[config.mk]
export PLATFORM = sky130hd
export DESIGN_NAME = recip_interp_flat
export DESIGN_NICKNAME = d
export VERILOG_FILES = /design/src/rtl/recip_interp_if.sv /design/src/rtl/recip_interp.sv /design/src/flat_wrapper.sv
export SDC_FILE = /design/constraint.sdc
export NUM_CORES = 1
export LEC_CHECK = 0
export ABC_CLOCK_PERIOD_IN_PS = 15430
export CORE_MARGIN = 5
export CORE_UTILIZATION = 52
export CTS_BUF_LIST = sky130_fd_sc_hd__clkbuf_4 sky130_fd_sc_hd__clkbuf_8
export DETAILED_ROUTE_END_ITERATION = 12
export PLACE_DENSITY = 0.71
export SETUP_SLACK_MARGIN = 0.5
export SKIP_CTS_REPAIR_TIMING = 1
export SYNTH_ARGS = -nofsm -noshare
export SYNTH_HDL_FRONTEND = slang
export SYNTH_SLANG_ARGS = --single-unit
[constraint.sdc]
create_clock -name clk -period 15.43 [get_ports clk]
set_input_delay 3.086 -clock clk [delete_from_list [all_inputs] [get_ports clk]]
set_output_delay 3.086 -clock clk [all_outputs]
set_load 0.01 [all_outputs]
[src/rtl/recip_interp_if.sv]
// recip_interp_if: handshake and coefficient-table bundle for recip_interp.
//   in_valid/in_ready/in_mant    : operand handshake (mantissa source side)
//   tbl_idx -> tbl_base/fd/sd    : coefficient table lookup (combinational table)
//   out_valid/out_ready/out_recip: result handshake (reciprocal datapath side)
// slave  : the evaluator (recip_interp)
// master : whatever drives operands, the table, and consumes results
interface recip_interp_if;
  logic        in_valid;
  logic        in_ready;
  logic [22:0] in_mant;
  logic [6:0]  tbl_idx;
  logic [26:0] tbl_base;
  logic [17:0] tbl_fd;
  logic [10:0] tbl_sd;
  logic        out_valid;
  logic        out_ready;
  logic [26:0] out_recip;

  modport slave (
    input  in_valid, in_mant, tbl_base, tbl_fd, tbl_sd, out_ready,
    output in_ready, tbl_idx, out_valid, out_recip
  );

  modport master (
    output in_valid, in_mant, tbl_base, tbl_fd, tbl_sd, out_ready,
    input  in_ready, tbl_idx, out_valid, out_recip
  );
endinterface

[src/rtl/recip_interp.sv]
// recip_interp: sequential piecewise-quadratic reciprocal evaluator.
// Computes clamp(base - fd*f + sd*f^2) over four states using one shared
// 18x16 unsigned multiplier, with coefficients fetched from an external
// combinational table addressed by the registered index.
// Ports:
//   clk : clock, rising edge
//   rst : asynchronous active-high reset
//   bus : recip_interp_if.slave (operand, table and result handshakes)
module recip_interp (
  input  logic               clk,
  input  logic               rst,
  recip_interp_if.slave      bus
);

  typedef enum logic [2:0] {
    IDLE = 3'd0,
    LOOK = 3'd1,
    FD   = 3'd2,
    SD   = 3'd3,
    OUT  = 3'd4
  } state_t;

  state_t             state_q, state_d;
  logic [6:0]         idx_q,   idx_d;
  logic [15:0]        f_q,     f_d;
  logic [26:0]        base_q,  base_d;
  logic [17:0]        fd_q,    fd_d;
  logic [10:0]        sd_q,    sd_d;
  logic [15:0]        sq_q,    sq_d;
  logic [18:0]        t1_q,    t1_d;
  logic [11:0]        t2_q,    t2_d;
  logic signed [28:0] acc_q,   acc_d;

  // Shared multiplier operands, selected by state.
  logic [17:0] mul_a;
  logic [15:0] mul_b;
  logic [33:0] mul_p;

  logic in_ready_c;
  logic accept;

  assign in_ready_c = (state_q == IDLE) || ((state_q == OUT) && bus.out_ready);
  assign accept     = bus.in_valid && in_ready_c;

  always_comb begin
    mul_a = '0;
    mul_b = '0;
    case (state_q)
      LOOK: begin
        mul_a = {2'b00, f_q};
        mul_b = f_q;
      end
      FD: begin
        mul_a = fd_q;
        mul_b = f_q;
      end
      SD: begin
        mul_a = {7'b0, sd_q};
        mul_b = sq_q;
      end
      default: begin
        mul_a = '0;
        mul_b = '0;
      end
    endcase
  end

  assign mul_p = {16'b0, mul_a} * {18'b0, mul_b};

  always_comb begin
    state_d = state_q;
    idx_d   = idx_q;
    f_d     = f_q;
    base_d  = base_q;
    fd_d    = fd_q;
    sd_d    = sd_q;
    sq_d    = sq_q;
    t1_d    = t1_q;
    t2_d    = t2_q;
    acc_d   = acc_q;

    case (state_q)
      IDLE: begin
        if (accept) begin
          idx_d   = bus.in_mant[22:16];
          f_d     = bus.in_mant[15:0];
          state_d = LOOK;
        end
      end
      LOOK: begin
        base_d  = bus.tbl_base;
        fd_d    = bus.tbl_fd;
        sd_d    = bus.tbl_sd;
        sq_d    = mul_p[31:16];
        state_d = FD;
      end
      FD: begin
        t1_d    = mul_p[33:15];
        // Base is zero-extended into the signed accumulator; t1 can exceed it.
        acc_d   = $signed({2'b00, base_q}) - $signed({10'b0, t1_d});
        state_d = SD;
      end
      SD: begin
        t2_d    = mul_p[26:15];
        acc_d   = acc_q + $signed({17'b0, t2_d});
        state_d = OUT;
      end
      OUT: begin
        if (bus.out_ready) begin
          if (accept) begin
            // Back-to-back: take the next operand while retiring this result.
            idx_d   = bus.in_mant[22:16];
            f_d     = bus.in_mant[15:0];
            state_d = LOOK;
          end else begin
            state_d = IDLE;
          end
        end
      end
      default: state_d = IDLE;
    endcase
  end

  always_ff @(posedge clk or posedge rst) begin
    if (rst) begin
      state_q <= IDLE;
      idx_q   <= '0;
      f_q     <= '0;
      base_q  <= '0;
      fd_q    <= '0;
      sd_q    <= '0;
      sq_q    <= '0;
      t1_q    <= '0;
      t2_q    <= '0;
      acc_q   <= '0;
    end else begin
      state_q <= state_d;
      idx_q   <= idx_d;
      f_q     <= f_d;
      base_q  <= base_d;
      fd_q    <= fd_d;
      sd_q    <= sd_d;
      sq_q    <= sq_d;
      t1_q    <= t1_d;
      t2_q    <= t2_d;
      acc_q   <= acc_d;
    end
  end

  // Saturate the 29-bit signed accumulator into the 27-bit unsigned result.
  // acc_q is only rewritten in FD/SD, so the value is stable while in OUT.
  logic [26:0] recip_c;

  always_comb begin
    if (acc_q[28]) begin
      recip_c = '0;
    end else if (acc_q[27]) begin
      recip_c = '1;
    end else begin
      recip_c = acc_q[26:0];
    end
  end

  assign bus.in_ready  = in_ready_c;
  assign bus.out_valid = (state_q == OUT);
  assign bus.out_recip = recip_c;
  assign bus.tbl_idx   = idx_q;

endmodule

[src/flat_wrapper.sv]
// flat-port wrapper written by rule: the top's interface ports become plain ports
module recip_interp_flat 
  (clk, rst, bus_in_valid, bus_in_mant, bus_tbl_base, bus_tbl_fd, bus_tbl_sd, bus_out_ready, bus_in_ready, bus_tbl_idx, bus_out_valid, bus_out_recip);
  recip_interp_if bus_i ();
  input  logic clk;
  input  logic rst;
  input wire logic [$bits(bus_i.in_valid)-1:0] bus_in_valid;
  input wire logic [$bits(bus_i.in_mant)-1:0] bus_in_mant;
  input wire logic [$bits(bus_i.tbl_base)-1:0] bus_tbl_base;
  input wire logic [$bits(bus_i.tbl_fd)-1:0] bus_tbl_fd;
  input wire logic [$bits(bus_i.tbl_sd)-1:0] bus_tbl_sd;
  input wire logic [$bits(bus_i.out_ready)-1:0] bus_out_ready;
  output wire logic [$bits(bus_i.in_ready)-1:0] bus_in_ready;
  output wire logic [$bits(bus_i.tbl_idx)-1:0] bus_tbl_idx;
  output wire logic [$bits(bus_i.out_valid)-1:0] bus_out_valid;
  output wire logic [$bits(bus_i.out_recip)-1:0] bus_out_recip;
  assign bus_i.in_valid = bus_in_valid;
  assign bus_i.in_mant = bus_in_mant;
  assign bus_i.tbl_base = bus_tbl_base;
  assign bus_i.tbl_fd = bus_tbl_fd;
  assign bus_i.tbl_sd = bus_tbl_sd;
  assign bus_i.out_ready = bus_out_ready;
  assign bus_in_ready = bus_i.in_ready;
  assign bus_tbl_idx = bus_i.tbl_idx;
  assign bus_out_valid = bus_i.out_valid;
  assign bus_out_recip = bus_i.out_recip;
  recip_interp u_core (.clk(clk), .rst(rst), .bus(bus_i));
endmodule
# After elaboration in Yosys (flattened, before gate mapping)
# Cells that the tools add are included.
[op_classes]
n_eq_ne = 6
n_addsub = 2
n_reduce_logical = 9
n_mux = 15
mul = 1
[op_table]
columns = ["operator", "n"]
rows = [
  ["$pmux W16 S2", 2],
  ["$pmux W29 S2", 1],
  ["$mux W27", 2],
  ["$pmux W18 S3", 1],
  ["$mul A18 B16 Y34", 1],
  ["$mux W16", 2],
  ["$add A29 B13 Y29", 1],
  ["$sub A27 B19 Y28", 1],
  ["$pmux W3 S5", 1],
  ["$mux W7", 2],
  ["$pmux W7 S2", 1],
  ["$eq A3 B2 Y1 const B", 2],
  ["$mux W3", 2],
  ["$reduce_and A2 Y1", 2],
  ["$reduce_bool A2 Y1", 2],
  ["$eq A3 B1 Y1 const B", 1],
  ["$eq A3 B3 Y1 const B", 1],
  ["$logic_not A3 Y1", 1],
  ["$logic_and A1 B1 Y1", 2],
  ["$ne A2 B1 Y1 const B", 1],
  ["$ne A2 B2 Y1 const B", 1],
  ["$reduce_or A2 Y1", 1],
  ["$logic_or A1 B1 Y1", 1],
  ["$mux W1", 1],
]
[word_totals]
in_bits = 83
out_inout_bits = 36
regBits = 127
word_cells = 41

# Depth between registers and ports, before layout
[depth]
word_depth = 7
depth_mapped = 44
mapped_depth_nobuf = 39

# Worst setup path after synthesis
# OpenSTA, ideal clock, no wires.
[synth_timing]
kind = "flip-flop to flip-flop"
start = "reg u_core.state_q[1]"
end = "reg u_core.acc_q[18]"
arrival_time_ns = 9.753
t_required_ns = 15.326
path_buffers = 3
path_stages_with_launch = 37
slack_ns = 5.573
setup_ns = 0.104
period_less_slack_ns = 9.857
cell_sequence = "dfrtp_1 > buf_6 > clkbuf_1 > clkbuf_1 > and2_1 > o21ai_0 > a21oi_1 > o21ai_0 > fa_1 > fa_1 > fa_1 > fa_1 > inv_1 > fa_1 > fa_1 > ha_1 > o21a_1 > a211oi_1 > nor2_1 > or3_1 > a21oi_1 > xnor2_1 > ha_1 > inv_1 > fa_1 > a21o_1 > a211oi_1 > nor2_1 > o41ai_1 > o21ai_0 > o41ai_1 > a31oi_1 > a2111oi_2 > nor2_2 > a311oi_2 > xor2_1 > a221oi_1"
[synth_via]
elab_chain_len = 6
elab_cells_between_ends = 11
classes_between = "add/sub (2); mul (1); eq/ne (3); mux (3); reduce/logical (2)"
[synth_lines]
columns = ["element", "line", "source"]
rows = [
  ["from (decl)", "recip_interp.sv:23", "state_t state_q, state_d;"],
  ["from (signal assigned)", "recip_interp.sv:137", "state_q <= state_d;"],
  ["$eq A3 B1 Y1 or $eq A3 B2 Y1 (tied branches)", "recip_interp.sv:48, recip_interp.sv:82", ""],
  ["$reduce_or A2 Y1 (no line)", "-", ""],
  ["$pmux W16 S2", "recip_interp.sv:48", "case (state_q)"],
  ["$mul A18 B16 Y34", "recip_interp.sv:68", "assign mul_p = {16'b0, mul_a} * {18'b0, mul_b};"],
  ["$add A29 B13 Y29 or $sub A27 B19 Y28 (tied branches)", "recip_interp.sv:105, recip_interp.sv:100", ""],
  ["$pmux W29 S2", "recip_interp.sv:82", "case (state_q)"],
  ["to (signal assigned)", "recip_interp.sv:135", "acc_q <= '0;"],
  ["to (signal assigned)", "recip_interp.sv:146", "acc_q <= acc_d;"],
  ["to (decl)", "recip_interp.sv:32", "logic signed [28:0] acc_q, acc_d;"],
]
# Parallel ways exist; a longest one is shown, timed or not.
# A chain may end at the register's enable or synchronous reset.

# Worst setup path in the final report
[layout_timing]
start = "reg u_core.state_q[2]"
end = "reg u_core.acc_q[18]"
# Same word-level chain as after synthesis.

==> results.sh <==
export IMPL_status="finished clean"
export IMPL_slew_violations=0
export IMPL_synth_edf_count=0
export IMPL_gp_congestion=0.983
export IMPL_synthTopCellsByArea="fa_1, dfrtp_1, ha_1, nand2_1, inv_1"
export IMPL_ant_nets=0
export IMPL_cpPeakStageDelay_ns=0.94
export IMPL_vias=14900
export IMPL_place_area_mm2=0.0186
export IMPL_rsz0062_at_grt="no"
export IMPL_slew_headroom=0.153
export IMPL_ys_ff_latch=127
export IMPL_cts_buffers=17
export IMPL_post_route_min_period_ns=12.21
export IMPL_yosysTopAreaCellShare=0.261
export IMPL_dieArea_mm2=0.0367
export IMPL_num_io_pins=119
export IMPL_fin_worst_skew_ns=0.0203
export IMPL_busiest_layer="met2"
export IMPL_fillers=3006
export IMPL_synth_commonest_cells="nand2_1, inv_1, nor2_1"
export IMPL_yosys_area_top_type="fa_1"
export IMPL_final_util=0.587
export IMPL_yosysUniqueCellTypes=79
export IMPL_crit_buf_inv=5
export IMPL_yosysMostFrequentCell="nand2_1"
export IMPL_htreeDepth=4
export IMPL_final_area_mm2=0.0191
export IMPL_wl_um=52800
export IMPL_avgSynthCellArea_um2=8.21
export IMPL_critical_path_slowest_cell="nor2_2"
export IMPL_cts_root_buf="clkbuf_8"
export IMPL_wl_per_cell_um=20.3
export IMPL_final_setup_tns_ns=0
export IMPL_die_w_um=191
export IMPL_synthArstFlopShare=1.00
export IMPL_ys_warn_count=0
export IMPL_area_delta_synth_final_pct=11.5
export IMPL_critPathKind="reg2reg"
export IMPL_via_per_inst=5.74
export IMPL_clk_pin_slew_ns=0.09
export IMPL_tightest_slew_ns=1.27
export IMPL_critPathArrivalTime_ns=12.58
export IMPL_finalCritPeriodShare=0.791
export IMPL_max_freq_ghz=0.0819
export IMPL_cp_max_fo=58
export IMPL_hp_class="reg2reg"
export IMPL_yosysSeqAreaShare=0.186
export IMPL_cts_sinks=127
export IMPL_rows=66
export IMPL_die_h_um=191
export IMPL_first_global_vias=15300
export IMPL_crit_cells=36
export IMPL_cts_tree="done"
export IMPL_r2r_cells=36
export IMPL_dp_hpwl_um=41400
export IMPL_grt_ovfl_total=0
export IMPL_placedCellCount=2568
export IMPL_drc=0
export IMPL_syn_area_mm2=0.0171
export IMPL_ys_flop_type="dfrtp_1"
export IMPL_cts_path_max_buffers=2
export IMPL_coreArea_mm2=0.0325
export IMPL_dr_pass1_iters=6
export IMPL_cpMostUsedCell="fa_1"
export IMPL_whs_path_depth=2
export IMPL_final_nets=2581
export IMPL_cp_required_ns=15.80
export IMPL_globalRouteMet1Util=0.391
export IMPL_grt_first_pass_wirelength_um=84400
export IMPL_grtUsageTotal=0.298
export IMPL_setup_viol=0
export IMPL_final_cells=2601
export IMPL_insertion_delay_ns=0.48
export IMPL_grtUsageMet3=0.0564
export IMPL_io_buffer_count=118
export IMPL_grt_max_degree=71
export IMPL_start_util=0.526
export IMPL_grt_use_met2=0.494
export IMPL_antenna_found_initial=1
export IMPL_crit_family="compound AO/OA/AOI/OAI gates"
export IMPL_start_kind="register"
export IMPL_crit_path_end_kind="register"
export IMPL_synthCells=2085
export IMPL_drive_gt1_frac=0.0528
export IMPL_drt_initial_drc_count=1211
export IMPL_maxCapViolCount=0
export IMPL_synth_nets=2521
export IMPL_finalHoldViolCount=0
[through the flow]
step	worst slack, ns	hold slack, ns
after detailed placement	3.57	0.459
after floorplan	5.57	0.438
after global placement	3.68	0.456
final	3.22	0.478
after CTS	3.36	0.480
after global routing	2.57	0.503
[final cells by class]
class                           instances  area, µm²  area share
Sequential cell                       127       3180       0.167
Tap cell                              442        553      0.0290
Timing Repair Buffer                  134       1300      0.0682
Multi-Input combinational cell       1578      12500       0.656
Clock inverter                         12        181     0.00950
Antenna cell                            1       2.50    0.000131
Clock buffer                           20        269      0.0141
Inverter                              287       1080      0.0566
[state kept, by name, indices dropped and copies added, names as in the netlist]
name and flops:
u_core.acc_q 29, u_core.fd_q 18, u_core.f_q 16, u_core.base_q 27, u_core.sd_q 11, u_core.state_q 3, u_core.bus.tbl_idx 7, u_core.sq_q 16
[final timing paths]
| check | start | to | slack [ns] |
|---|---|---|---|
| min in group asynchronous | rst | u_core.fd_q[8] | 3.10 |
| max in group asynchronous | rst | u_core.acc_q[12] | 10.88 |
| worst max register to register | u_core.state_q[2] | u_core.acc_q[18] | 3.22 |
| worst min-delay path | u_core.sd_q[5] | u_core.sd_q[5] | 0.48 |
| worst min register to register | u_core.sd_q[5] | u_core.sd_q[5] | 0.48 |
| worst max-delay path | u_core.state_q[2] | u_core.acc_q[18] | 3.22 |
[cell families after synthesis]
family | count (synthesis) | share of synthesized area
adder cells (fa/ha/maj) | 354 | 0.356
buffers and inverters | 380 | 0.0839
flip-flops | 127 | 0.186
AND/OR/NAND/NOR | 789 | 0.194
AO/OA/AOI/OAI | 354 | 0.134
XOR/XNOR | 43 | 0.0220
multiplexers | 38 | 0.0246
[placed cells by master, fill, tap and decap left out, types with 26 or more instances in the layout]
cell               n
a21o_1            36
a21oi_1           98
and2_1            26
clkdlybuf4s50_1  118
dfrtp_1          125
fa_1             223
ha_1             130
inv_1            285
mux2_2            32
nand2_1          408
nor2_1           235
o21ai_0           98
xnor2_1           33
[worst register-to-register path, delay by kind of cell (launching register included)]
kind / cells / cell delay (ns)
xor gates and xnor gates: 2 / 0.39
DFF: 1 / 0.76
buffers and inverters: 5 / 0.45
and+or+nand+nor: 8 / 2.19
AOI/OAI and AO/OA: 12 / 4.28
adders and majority gates: 9 / 4.03
[metal layers]
metal / wire [µm] / up-vias
met1: 21700 / 7361
met2: 24900 / 655
met3: 3950 / 132
met4: 2220 / 0
li1: - / 6784
met5: 0 / -
Power is not shown: default switching activity piles up to over one toggle a cycle in this logic, so the estimate is an artifact.
